$ cat src/rtl/adder_pkg.sv
// rtl/adder_pkg.sv - shared types and helpers for the digit-serial adder
package adder_pkg;

   typedef enum logic [1:0] {
      IDLE = 2'd0,
      RUN  = 2'd1,
      DONE = 2'd2
   } state_t;

   function automatic int clog2(input int value);
      int result;
      result = 0;
      for (int v = value - 1; v > 0; v = v >> 1) begin
         result = result + 1;
      end
      return result;
   endfunction

endpackage

$ cat src/rtl/digit_serial_adder_if.sv
// rtl/digit_serial_adder_if.sv - start/busy/done operand and result bundle
// The op signal exists only when ADD_SUB_EN is defined.
interface digit_serial_adder_if #(
   parameter int WIDTH = 8
);
   logic             start;
   logic [WIDTH-1:0] a;
   logic [WIDTH-1:0] b;
   logic             cin;
`ifdef ADD_SUB_EN
   logic             op;
`endif
   logic [WIDTH-1:0] sum;
   logic             cout;
   logic             overflow;
   logic             busy;
   logic             done;

   modport master (
      output start, a, b, cin,
`ifdef ADD_SUB_EN
      output op,
`endif
      input  sum, cout, overflow, busy, done
   );

   modport slave (
      input  start, a, b, cin,
`ifdef ADD_SUB_EN
      input  op,
`endif
      output sum, cout, overflow, busy, done
   );

endinterface

$ cat src/rtl/fa_cell.sv
// rtl/fa_cell.sv - gate-level full adder cell
module fa_cell (
   input  logic a_i,
   input  logic b_i,
   input  logic ci_i,
   output logic s_o,
   output logic co_o
);

   logic p;
   logic g;
   logic t;

   xor u_x_prop (p, a_i, b_i);
   xor u_x_sum  (s_o, p, ci_i);
   and u_a_gen  (g, a_i, b_i);
   and u_a_prop (t, p, ci_i);
   or  u_o_co   (co_o, g, t);

endmodule

$ cat src/rtl/digit_serial_adder.sv
// rtl/digit_serial_adder.sv - multi-cycle adder, DIGIT bits per clock, LSB first
// Optional subtract mode is enabled by defining ADD_SUB_EN.
module digit_serial_adder
   import adder_pkg::*;
#(
   parameter int WIDTH = 8,
   parameter int DIGIT = 1
) (
   input  logic                 clk,
   input  logic                 rst_n,
   digit_serial_adder_if.slave  bus
);

   localparam int NDIG  = WIDTH / DIGIT;
   localparam int CNT_W = (NDIG > 1) ? clog2(NDIG) : 1;

   if (WIDTH < 2 || DIGIT < 1 || DIGIT > WIDTH || (WIDTH % DIGIT) != 0) begin : g_bad_cfg
      $error("digit_serial_adder: DIGIT must divide WIDTH and WIDTH must be >= 2");
   end

   state_t             state_q;
   logic [CNT_W-1:0]   cnt_q;
   logic [WIDTH-1:0]   a_q;
   logic [WIDTH-1:0]   b_q;
   logic [WIDTH-1:0]   res_q;
   logic [WIDTH-1:0]   sum_q;
   logic               carry_q;
   logic               cout_q;
   logic               ovf_q;
   logic               busy_q;
   logic               done_q;

   logic [WIDTH-1:0]   a_d;
   logic [WIDTH-1:0]   b_d;
   logic [WIDTH-1:0]   res_d;
   logic [DIGIT:0]     c;
   logic [DIGIT-1:0]   s_dig;
   logic               last;
   logic               op_sub;
   logic [WIDTH-1:0]   b_load;
   logic               c_load;

`ifdef ADD_SUB_EN
   assign op_sub = bus.op;
`else
   assign op_sub = 1'b0;
`endif

   // Subtract is a + ~b + 1, so cin is replaced by a forced carry of one.
   assign b_load = op_sub ? ~bus.b : bus.b;
   assign c_load = op_sub ? 1'b1   : bus.cin;

   assign c[0] = carry_q;

   for (genvar i = 0; i < DIGIT; i++) begin : g_cell
      fa_cell u_fa (
         .a_i  (a_q[i]),
         .b_i  (b_q[i]),
         .ci_i (c[i]),
         .s_o  (s_dig[i]),
         .co_o (c[i+1])
      );
   end

   // Each new digit enters at the MSB end so the LSB digit lands at bit 0 after NDIG shifts.
   assign a_d   = a_q >> DIGIT;
   assign b_d   = b_q >> DIGIT;
   assign res_d = (res_q >> DIGIT) | (WIDTH'(s_dig) << (WIDTH - DIGIT));
   assign last  = (cnt_q == CNT_W'(NDIG - 1));

   always_ff @(posedge clk or negedge rst_n) begin
      if (!rst_n) begin
         state_q <= IDLE;
         cnt_q   <= '0;
         a_q     <= '0;
         b_q     <= '0;
         res_q   <= '0;
         sum_q   <= '0;
         carry_q <= 1'b0;
         cout_q  <= 1'b0;
         ovf_q   <= 1'b0;
         busy_q  <= 1'b0;
         done_q  <= 1'b0;
      end else begin
         done_q <= 1'b0;
         case (state_q)
            IDLE, DONE: begin
               if (bus.start) begin
                  state_q <= RUN;
                  busy_q  <= 1'b1;
                  cnt_q   <= '0;
                  a_q     <= bus.a;
                  b_q     <= b_load;
                  carry_q <= c_load;
               end else begin
                  state_q <= IDLE;
               end
            end
            RUN: begin
               a_q     <= a_d;
               b_q     <= b_d;
               res_q   <= res_d;
               carry_q <= c[DIGIT];
               cnt_q   <= cnt_q + 1'b1;
               if (last) begin
                  state_q <= DONE;
                  busy_q  <= 1'b0;
                  done_q  <= 1'b1;
                  sum_q   <= res_d;
                  cout_q  <= c[DIGIT];
                  ovf_q   <= c[DIGIT] ^ c[DIGIT-1];
               end
            end
            default: begin
               state_q <= IDLE;
               busy_q  <= 1'b0;
            end
         endcase
      end
   end

   assign bus.sum      = sum_q;
   assign bus.cout     = cout_q;
   assign bus.overflow = ovf_q;
   assign bus.busy     = busy_q;
   assign bus.done     = done_q;

endmodule

$ cat src/flat_wrapper.sv
// flat-port wrapper written by rule: the top's interface ports become plain ports
module digit_serial_adder_flat import adder_pkg::*;
#(
   parameter int WIDTH = 8,
   parameter int DIGIT = 1
)
  (clk, rst_n, bus_start, bus_a, bus_b, bus_cin, bus_sum, bus_cout, bus_overflow, bus_busy, bus_done);
  digit_serial_adder_if #(.WIDTH(WIDTH)) bus_i ();
  input  logic clk;
  input  logic rst_n;
  input wire logic [$bits(bus_i.start)-1:0] bus_start;
  input wire logic [$bits(bus_i.a)-1:0] bus_a;
  input wire logic [$bits(bus_i.b)-1:0] bus_b;
  input wire logic [$bits(bus_i.cin)-1:0] bus_cin;
  output wire logic [$bits(bus_i.sum)-1:0] bus_sum;
  output wire logic [$bits(bus_i.cout)-1:0] bus_cout;
  output wire logic [$bits(bus_i.overflow)-1:0] bus_overflow;
  output wire logic [$bits(bus_i.busy)-1:0] bus_busy;
  output wire logic [$bits(bus_i.done)-1:0] bus_done;
  assign bus_i.start = bus_start;
  assign bus_i.a = bus_a;
  assign bus_i.b = bus_b;
  assign bus_i.cin = bus_cin;
  assign bus_sum = bus_i.sum;
  assign bus_cout = bus_i.cout;
  assign bus_overflow = bus_i.overflow;
  assign bus_busy = bus_i.busy;
  assign bus_done = bus_i.done;
  digit_serial_adder #(.WIDTH(WIDTH), .DIGIT(DIGIT)) u_core (.clk(clk), .rst_n(rst_n), .bus(bus_i));
endmodule
$ cat config.mk
export PLATFORM = sky130hd
export DESIGN_NAME = digit_serial_adder_flat
export DESIGN_NICKNAME = d
export VERILOG_FILES = /design/src/rtl/adder_pkg.sv /design/src/rtl/digit_serial_adder_if.sv /design/src/rtl/fa_cell.sv /design/src/rtl/digit_serial_adder.sv /design/src/flat_wrapper.sv
export SDC_FILE = /design/constraint.sdc
export NUM_CORES = 1
export LEC_CHECK = 0
export CAP_MARGIN = 20
export CORE_MARGIN = 2
export CORE_UTILIZATION = 38
export CTS_BUF_LIST = sky130_fd_sc_hd__clkbuf_4
export CTS_CLUSTER_SIZE = 25
export DETAILED_ROUTE_END_ITERATION = 8
export GPL_TIMING_DRIVEN = 0
export PLACE_DENSITY = 0.63
export SYNTH_ARGS = -nofsm -noshare
export SYNTH_HDL_FRONTEND = slang
export SYNTH_SLANG_ARGS = --single-unit
$ cat constraint.sdc
create_clock -name clk -period 2 [get_ports clk]
set_clock_uncertainty 0.15 [all_clocks]
set_input_delay 0.5 -clock clk [delete_from_list [all_inputs] [get_ports clk]]
set_output_delay 0.5 -clock clk [all_outputs]
set_load 0.03 [all_outputs]
==> results of run 1 <==
## per-layer routing
layer / vias up / track usage (%)
met1: 577 / 15.6
li1: 567 / -
met4: 0 / 3.82
met5: - / 0
met2: 32 / 20.7
met3: 5 / 4.27
## cell type report
class | instances | area (um^2)
Clock inverter | 1 | 3.75
Multi-Input combinational cell | 85 | 881
Timing Repair Buffer | 30 | 280
Buffer | 9 | 75.1
Clock buffer | 6 | 45.0
Sequential cell | 41 | 1030
Fill cell | 482 | 2670
Tap cell | 70 | 87.6
Inverter | 2 | 7.51
## worst paths after layout
kind | startpoint | slack [ps] | depth (start not counted) | endpoint
min in group clk | u_core.bus.sum[4] | 360 | 1 | u_core.bus.sum[4]
setup / recovery | u_core.bus.busy | 200 | 1 | bus_busy
setup reg to reg | u_core.cnt_q[0] | 260 | 5 | u_core.bus.sum[7]
max in group asynchronous | rst_n | 1010 | 1 | u_core.bus.sum[6]
hold / removal | rst_n | 120 | 1 | u_core.bus.sum[1]
hold reg to reg | u_core.bus.sum[4] | 360 | 1 | u_core.bus.sum[4]
## cell families after synthesis
group	Yosys count
adders and majority gates	3
buffers and inverters	11
muxes	67
and+or+nand+nor	7
xor gates and xnor gates	2
AOI/OAI and AO/OA	6
DFF	41
## where the power goes
group / internal, uW / leakage, uW / switching (uW)
sequential: 1190 / 0.000515 / 250
clock: 142 / 0.0000292 / 257
combinational: 793 / 0.000655 / 700
## per-stage QoR
step / total power, uW / setup TNS, ps / hold slack, ps / util, % / instance area, um^2
detailed placement: 3060 / 0 / 343 / 46.7 / 2370
finish: 3330 / 0 / 117 / 47.4 / 2410
CTS: 3380 / 0 / 147 / 47.4 / 2410
global route: 3560 / 0 / 188 / 47.4 / 2410
global placement: 2970 / -30180 / 338 / 46.8 / 2380
floorplan: 2570 / 0 / 54.4 / - / 1990
## flip-flops by register name, indices dropped and copies added (netlist names)
signal and count:
u_core.carry_q 1, u_core.bus.sum 8, u_core.cnt_q 3, u_core.state_q 2
u_core.bus.busy 1, u_core.b_q 8, u_core.bus.overflow 1, u_core.bus.cout 1
u_core.res_q 7, u_core.bus.done 1, u_core.a_q 8
## Yosys cell counts
library cell   n  area (um^2)
buf_2          5         25.0
ha_1           2         25.0
buf_12         1         20.0
nand3b_4       1         20.0
dfrtp_1       41         1030
mux2_2        12          135
o2bb2ai_1      1         8.76
mux2i_1       47          470
nand3_1        2         10.0
inv_1          2         7.51
buf_4          1         7.51
nor2_1         3         11.3
o21ai_0        2         10.0
fa_1           1         20.0
nand2b_1       1         6.26
xnor2_1        1         8.76
a22o_1         3         26.3
buf_6          2         22.5
mux2_4         8          120
xor2_1         1         8.76
## cells in the final DEF, fill, tap and decap left out, types with 2 or more instances in the layout
cell / synthesis / routed
a22o_1: 3 / 3
buf_2: 5 / 6
buf_6: 2 / 2
clkbuf_4: 0 / 6
clkdlybuf4s50_1: 0 / 17
dfrtp_1: 41 / 41
dlygate4sd2_1: 0 / 12
ha_1: 2 / 2
inv_1: 2 / 2
mux2_2: 12 / 12
mux2_4: 8 / 8
mux2i_1: 47 / 47
nand3_1: 2 / 2
nor2_1: 3 / 3
o21ai_0: 2 / 2
## what timing repair did
action	CTS	global route
setup endpoints to repair	12	0
gates resized for setup	12	0
buffers inserted	0	0
==> out/qor.csv, run 1 <==
stage;metric;value;unit
critical_path;critical path's top delay family;buffers and inverters;
critical_path;Critical Path Sink Type;output pin;
detailed_routing;Routed wire per std cell;14.0;um
cts;H-tree depth;2;
detailed_routing;met2 routed WL;1620;um
global_route;first-pass GRT wire length;5830;um
global_route;vias in the first global route;1238;
sta;Tmin final;1800;ps
sta;slack of the critical path;205;ps
critical_path;delay of the slowest critical-path stage;410;ps
critical_path;crit path launch type;flip-flop;
detailed_routing;ANT nets after route;0;
detailed_routing;via count;1181;
sta;Peak Freq;557;MHz
die;Initial Util;39.2;%
global_route;initial antenna violation count;0;
cells_and_area;Syn-to-layout area delta;20.9;%
synthesis;Post-Syn Area;1990;um^2
synthesis;Mapped Cells;137;
detailed_routing;DR pass1 iterations;4;
synthesis;distinct cell type count after synthesis;20;
detailed_routing;routed length on met1;1570;um
critical_path;Buf+Inv Stages, Crit Path;1;
sta;Tcrit/Tclk final;89.8;%
die;row count;26;
synthesis;Synth Net Count;160;
sta;Slew headroom;39.2;%
critical_path;Worst EP required;1350;ps
cts;clk buf depth;2;
pwr;Max VDD drop;0.455;mV
cts;TritonCTS clock tree;done;
synthesis;Seq/Total Area, Yosys;51.6;%
synthesis;Post-Synth XOR/XNOR Area;0.881;%
placed_design;IO Port Bufs;30;
cts;clk root buf;clkbuf_4;
die;Die Height;76.4;um
pwr;PD cells;1380;nW/um^2
placed_design;placed cells;237;
sta;Pins Over Slew Limit;0;
synthesis;mux cell area share after synthesis;36.5;%
cts;Num CTS Buffers;5;
critical_path;CP max-delay cell;dlygate4sd2_1;
detailed_routing;vias per cell;4.84;
sta;Slew @ Worst Pin;912;ps
cells_and_area;nets;197;
critical_path;critical path arrival;1150;ps
global_route;GRT Overall Usage;12.6;%
die;io pins;32;
placed_design;worst slack, placed;293;ps
run;Max-cap violations;0;
cells_and_area;Finished Layout Cells;244;
critical_path;Max FO, Critical Path;3;
pwr;leak pwr;0.00120;uW
detailed_routing;WL met3;201;um
critical_path;crit-path cells;dlygate4sd2_1;
synthesis;post-synthesis compound-gate area fraction;2.26;%
global_route;gr ovfl total;0;
cts;Num Clock Sinks;41;
die;die area;5830;um^2
synthesis;Ys Warns;0;
cells_and_area;# diodes;0;
worst_hold_path;hold crit path type;in -> async;
critical_path;critical path type;reg -> out;
detailed_routing;highest metal used;met4;
placed_design;Final HPWL DP;2440;um
detailed_routing;Iteration-0 DRC Markers;18;
run_status;status;finished, final reports clean;
synthesis;Synth Area in Adders;2.26;%
synthesis;Mean Syn Cell Area;14.5;um^2
sta;Final Setup Violations;0;
cells_and_area;share of layout cells above drive strength 1;21.3;%
placed_design;gpl congestion;0.703;
die;Horiz. Die Dim;76.4;um
synthesis;Yosys reg bits;41;
sta;RSZ-0062 raised after global routing;false;
synthesis;simple-gate share of the synthesized area;2.39;%
global_route;largest net degree at the start of global routing;42;
detailed_routing;wire length after detailed routing;3430;um
synthesis;largest family of logic cells by synthesized area;multiplexers;
cts;Hold-fix buffers, CTS;0;
cts;Reg clk slew, reported paths;120;ps
sta;Hold Vio Cnt, Final;0;
cts;clk_lat worst skew;350;ps
detailed_routing;DRC viols;0;
die;Core ar.;5070;um^2
(Power assumes the default switching activity.)
==> inputs of run 2 (changes only) <==
--- a/config.mk
+++ b/config.mk
@@ -6,7 +6,6 @@
 export NUM_CORES = 1
 export LEC_CHECK = 0
 export CAP_MARGIN = 20
-export CORE_MARGIN = 2
 export CORE_UTILIZATION = 38
 export CTS_BUF_LIST = sky130_fd_sc_hd__clkbuf_4
 export CTS_CLUSTER_SIZE = 25
==> run 2 against run 1 <==
  * Largest power group unchanged
  * Cell count shrank 1.2%
  * Critical endpoint unchanged
  * Largest cell class unchanged
  * Non-clock buffer count is the same
  * Highest routed layer unchanged
  * Combinational power is essentially flat
==> out/qor.csv, run 2 (synthesis results as in run 1) <==
stage;metric;value;unit
run_status;status;finished, final reports clean;
sta;RSZ-0062 raised after global routing;false;
global_route;largest net degree at the start of global routing;42;
detailed_routing;ANT nets after route;0;
critical_path;reg2reg end;u_core.bus.sum[6];
critical_path;cell depth of the worst flop-to-flop path;5;
critical_path;R2R Path Start;u_core.cnt_q[0];
cts;clk_lat worst skew;340;ps
cells_and_area;commonest cells after routing, fill and taps aside;47 x mux2i_1, 41 x dfrtp_1, 17 x clkdlybuf4s50_1, 12 x mux2_2, 12 x dlygate4sd2_1;
pwr;P_sw;1220;uW
cells_and_area;Syn-to-layout area delta;21.9;%
detailed_routing;vias per cell;4.92;
pwr;internal power consumption;2230;uW
global_route;gr ovfl total;0;
critical_path;CP Capture Point;bus_busy;
critical_path;critical path type;reg -> out;
cells_and_area;area of the multi-input gates;881;um^2
sta;Hold Vio Cnt, Final;0;
cells_and_area;most frequent standard cell in the layout excluding fill and tap cells;mux2i_1;
sta;Final Setup Violations;0;
die;row count;25;
die;Initial Util;40.8;%
cts;Num CTS Buffers;5;
critical_path;CP max-delay cell;dlygate4sd2_1;
critical_path;critical path's top delay family;buffers and inverters;
cells_and_area;register area;1030;um^2
global_route;initial antenna violation count;0;
placed_design;Final HPWL DP;2420;um
global_route;first-pass GRT wire length;5870;um
worst_hold_path;hold crit path type;in -> async;
sta;Tmin final;1780;ps
pwr;sw frac;35.3;%
cells_and_area;nets;197;
critical_path;delay of the slowest critical-path stage;410;ps
critical_path;crit-path cells;dlygate4sd2_1;
cts;clk buf depth;2;
critical_path;Max FO, Critical Path;3;
critical_path;crit path launch type;flip-flop;
detailed_routing;DR pass1 iterations;4;
pwr;Clk pwr share;15.0;%
sta;Peak Freq;563;MHz
pwr;Reg power frac;41.8;%
cells_and_area;share of layout cells above drive strength 1;21.8;%
critical_path;Worst EP required;1350;ps
critical_path;crit path launch;u_core.bus.busy;
cts;Hold-fix buffers, CTS;0;
run;Max-cap violations;0;
die;Horiz. Die Dim;74.4;um
cts;TritonCTS clock tree;done;
cts;H-tree depth;2;
critical_path;critical path arrival;1130;ps
sta;slack of the critical path;223;ps
sta;Slew headroom;39.3;%
placed_design;IO Port Bufs;30;
placed_design;placed cells;234;
cts;Post-CTS Setup Bufs;0;
global_route;vias in the first global route;1237;
pwr;PD cells;1420;nW/um^2
pwr;combinational share of power;43.2;%
global_route;GRT Overall Usage;14.5;%
critical_path;Buf+Inv Stages, Crit Path;1;
die;die area;5530;um^2
die;Core ar.;4880;um^2
detailed_routing;via count;1185;
detailed_routing;Iteration-0 DRC Markers;27;
cts;Num Clock Sinks;41;
cells_and_area;# diodes;0;
placed_design;worst slack, placed;307;ps
critical_path;R2R setup slack;280;ps
pwr;Max VDD drop;0.696;mV
critical_path;Worst path depth;1;
sta;Tcrit/Tclk final;88.9;%
critical_path;Critical Path Sink Type;output pin;
cts;clk root buf;clkbuf_4;
sta;Pins Over Slew Limit;0;
pwr;leak pwr;0.00121;uW
cells_and_area;fillers;439;
detailed_routing;wire length after detailed routing;3500;um
die;Die Height;74.4;um
sta;Slew @ Worst Pin;911;ps
detailed_routing;DRC viols;0;
cts;Reg clk slew, reported paths;120;ps
detailed_routing;Routed wire per std cell;14.5;um
die;io pins;32;
placed_design;gpl congestion;0.732;
cells_and_area;Finished Layout Cells;241;
## run 2: changes by cell type in the layout (fill, tap and decap cells not counted), sizes merged
cell and change:
clkbuf -1, bufinv +1
## run 2: cell type report
type,count,area share [%]
clock buffers,5,1.55
well taps,67,3.46
clock inverters,2,1.44
flip-flops and latches,41,42.3
plain buffers,9,3.09
repair buffers,30,11.6
inverters,2,0.309
multi-input cells,85,36.3
## run 2: worst min path at each step
stage,cells after the start,from,endpoint
after CTS,1,rst_n,u_core.bus.sum[1]
after floorplan,0,rst_n,u_core.a_q[0]
final,1,rst_n,u_core.bus.sum[1]
after global placement,1,u_core.res_q[1],u_core.bus.sum[0]
after detailed placement,1,u_core.bus.sum[7],u_core.bus.sum[7]
after global routing,1,rst_n,u_core.b_q[1]
## run 2: layer usage
| layer | global-route usage [%] | up-vias | share of wire (%) |
|---|---|---|---|
| met5 | 0 | - | 0 |
| met4 | 5.03 | 0 | 0.51 |
| met3 | 3.79 | 2 | 4.3 |
| met2 | 24.1 | 28 | 49 |
| met1 | 18.2 | 591 | 46 |
| li1 | - | 564 | - |
## run 2: power groups by stage
stage | sequential (uW) | combinational (uW) | clock (uW)
global placement | 1440 | 1530 | 0
global route | 1500 | 1620 | 575
detailed placement | 1470 | 1590 | 0
finish | 1440 | 1490 | 519
CTS | 1450 | 1520 | 538
floorplan | 1620 | 947 | 0
## run 2: metrics by stage
| step | hold WS (ps) | utilization, % | instance area (um^2) | total power (uW) | TNS (ps) |
|---|---|---|---|---|---|
| 2_1_floorplan | 54.4 | - | 1990 | 2570 | 0 |
| 3_3_place_gp | 339 | 48.6 | 2370 | 2970 | -30180 |
| 3_5_place_dp | 342 | 48.5 | 2370 | 3060 | 0 |
| 4_1_cts | 154 | 49.7 | 2430 | 3510 | 0 |
| 5_1_grt | 192 | 49.7 | 2430 | 3690 | 0 |
| 6_report | 116 | 49.7 | 2430 | 3450 | 0 |
## run 2: repair_timing
item                       4_1_cts  5_1_grt
hold endpoints to repair         0        0
setup endpoints to repair       12        0
resized for setup               12        0
==> inputs of run 3 (changes only) <==
--- a/config.mk
+++ b/config.mk
@@ -6,12 +6,14 @@
 export NUM_CORES = 1
 export LEC_CHECK = 0
 export CAP_MARGIN = 20
-export CORE_UTILIZATION = 38
+export CELL_PAD_IN_SITES_DETAIL_PLACEMENT = 1
+export CELL_PAD_IN_SITES_GLOBAL_PLACEMENT = 2
+export CORE_UTILIZATION = 35
 export CTS_BUF_LIST = sky130_fd_sc_hd__clkbuf_4
 export CTS_CLUSTER_SIZE = 25
 export DETAILED_ROUTE_END_ITERATION = 8
 export GPL_TIMING_DRIVEN = 0
-export PLACE_DENSITY = 0.63
+export PLACE_DENSITY = 0.81
 export SYNTH_ARGS = -nofsm -noshare
 export SYNTH_HDL_FRONTEND = slang
 export SYNTH_SLANG_ARGS = --single-unit
==> constraint.sdc (replaced) <==
create_clock -name clk -period 1.5 [get_ports clk]
set_clock_uncertainty 0.15 [all_clocks]
set_input_delay 0.375 -clock clk [delete_from_list [all_inputs] [get_ports clk]]
set_output_delay 0.375 -clock clk [all_outputs]
set_load 0.03 [all_outputs]
==> run 3 against run 2 <==
  * The run now ends with negative setup slack left
  * Via count grew 2.5%
  * Non-clock buffer count is 9 higher
  * Core utilization is 4.4 points lower
  * Cell count rose by 6.2%
  * Clock-buffer cell count rose by 1
  * Worst setup slack worse by 280 ps
  * Combinational power is 47% higher
  * Highest routed layer unchanged
  * Power grew 40%
  * Sequential cell count unchanged
  * Worst hold slack worse by 110 ps
  * Largest power group unchanged
  * Critical endpoint is now u_core.bus.sum[2]
  * Sequential share of layout area decreased by 1.1 points
  * Critical path type is now reg -> reg
==> out/qor.csv, run 3 (synthesis results as in run 1) <==
stage;metric;value;unit
global_route;largest net degree at the start of global routing;42;
detailed_routing;wire length after detailed routing;3900;um
placed_design;IO Port Bufs;30;
sta;Slew @ Worst Pin;931;ps
die;row count;27;
placed_design;placed cells;239;
cells_and_area;nets;206;
critical_path;Buf+Inv Stages, Crit Path;1;
cts;clk root buf;clkbuf_4;
global_route;first-pass GRT wire length;6570;um
sta;Tmin final;1550;ps
cells_and_area;# diodes;0;
die;Core ar.;5510;um^2
run_status;status;complete, but fails checks;
cells_and_area;Syn-to-layout area delta;25.5;%
die;die area;5990;um^2
sta;RSZ-0062 raised after global routing;true;
placed_design;gpl congestion;0.705;
cells_and_area;register area;1030;um^2
sta;Peak Freq;644;MHz
global_route;initial antenna violation count;0;
detailed_routing;via count;1215;
cts;Num CTS Buffers;5;
critical_path;CP max-delay cell;dfrtp_1;
sta;slack of the critical path;-53.4;ps
die;io pins;32;
critical_path;delay of the slowest critical-path stage;400;ps
critical_path;crit path launch type;flip-flop;
pwr;PD cells;1940;nW/um^2
critical_path;Worst EP required;1590;ps
cells_and_area;commonest cells after routing, fill and taps aside;47 x mux2i_1, 39 x dfrtp_1, 17 x clkdlybuf4s50_1, 15 x buf_2, 12 x mux2_2;
worst_hold_path;hold crit path type;in -> async;
cts;clk buf depth;2;
pwr;Power Total;4850;uW
cells_and_area;most frequent standard cell in the layout excluding fill and tap cells;mux2i_1;
global_route;gr ovfl total;0;
cts;Hold-fix buffers, CTS;0;
detailed_routing;Routed wire per std cell;15.3;um
critical_path;critical path's top delay family;flip-flops;
die;Horiz. Die Dim;77.4;um
die;Die Height;77.4;um
global_route;GRT Overall Usage;14.1;%
cells_and_area;share of layout cells above drive strength 1;34.8;%
cts;H-tree depth;2;
cells_and_area;area of the multi-input gates;898;um^2
placed_design;Final HPWL DP;2670;um
critical_path;crit-path cells;ha_2 -> ha_4 -> nand3b_4 -> buf_12 -> mux2_4;
sta;Hold Vio Cnt, Final;0;
critical_path;critical path type;reg -> reg;
pwr;Max VDD drop;0.781;mV
detailed_routing;DRC viols;0;
run_status;failing checks;negative setup slack;
cts;TritonCTS clock tree;done;
cells_and_area;Finished Layout Cells;256;
sta;Pins Over Slew Limit;0;
run;Max-cap violations;0;
detailed_routing;Iteration-0 DRC Markers;12;
sta;Slew headroom;37.9;%
pwr;leak pwr;0.00123;uW
detailed_routing;ANT nets after route;0;
sta;hold slack;2.52;ps
cells_and_area;fillers;578;
critical_path;Max FO, Critical Path;10;
cts;Num Clock Sinks;41;
critical_path;critical path arrival;1650;ps
detailed_routing;vias per cell;4.75;
detailed_routing;DR pass1 iterations;4;
sta;Final Setup Violations;9;
critical_path;Critical Path Sink Type;flip-flop;
die;Initial Util;36.1;%
cts;Reg clk slew, reported paths;120;ps
cts;clk_lat worst skew;340;ps
global_route;vias in the first global route;1322;
sta;Tcrit/Tclk final;104;%
critical_path;R2R setup slack;-50;ps
## run 3: path summary, 6_finish.rpt
check / startpoint / end / cells after the start
worst min-delay path: rst_n / u_core.res_q[1] / 1
min in group clk: bus_start / u_core.bus.busy / 3
worst max-delay path: u_core.cnt_q[1] / u_core.bus.sum[2] / 5
max in group asynchronous: rst_n / u_core.b_q[0] / 1
worst min register to register: u_core.res_q[1] / u_core.bus.sum[0] / 1
worst max register to register: u_core.cnt_q[1] / u_core.bus.sum[2] / 5
## run 3: layout make-up
cell class,count,area share [%]
Buffer,9,3.46
Clock buffer,6,1.80
Clock inverter,2,1.35
Inverter,2,0.301
Multi-Input combinational cell,85,36.0
Sequential cell,41,41.2
Tap cell,72,3.61
Timing Repair Buffer,39,12.3
## run 3: power breakdown
| group | total [uW] | internal (uW) | switching (uW) |
|---|---|---|---|
| clock | 733 | 365 | 368 |
| combinational | 2190 | 1200 | 995 |
| sequential | 1920 | 1590 | 335 |
| total | 4850 | 3150 | 1700 |
## run 3: stage by stage
| stage | worst slack, ps | util [%] | area (um^2) | setup TNS [ps] |
|---|---|---|---|---|
| 2_1_floorplan | -21.6 | - | 2010 | -173 |
| 3_3_place_gp | -1110 | 43.6 | 2400 | -46420 |
| 3_5_place_dp | -101 | 43.5 | 2400 | -1170 |
| 4_1_cts | -64.3 | 44.7 | 2460 | -512 |
| 5_1_grt | -85.8 | 45.4 | 2500 | -701 |
| 6_report | -53.4 | 45.4 | 2500 | -400 |
## run 3: per-layer routing
| metal | wire length (um) | track usage (%) | vias up |
|---|---|---|---|
| met4 | 25 | 3.40 | 0 |
| met2 | 1940 | 24.2 | 30 |
| met1 | 1760 | 17.5 | 591 |
| li1 | - | - | 589 |
| met5 | 0 | 0 | - |
| met3 | 180 | 3.76 | 5 |
## run 3: repair_timing
item                       CTS  global route
pin swaps                    0             1
gates resized for setup     63             3
setup buffers                5             4
setup endpoints to repair   22            21
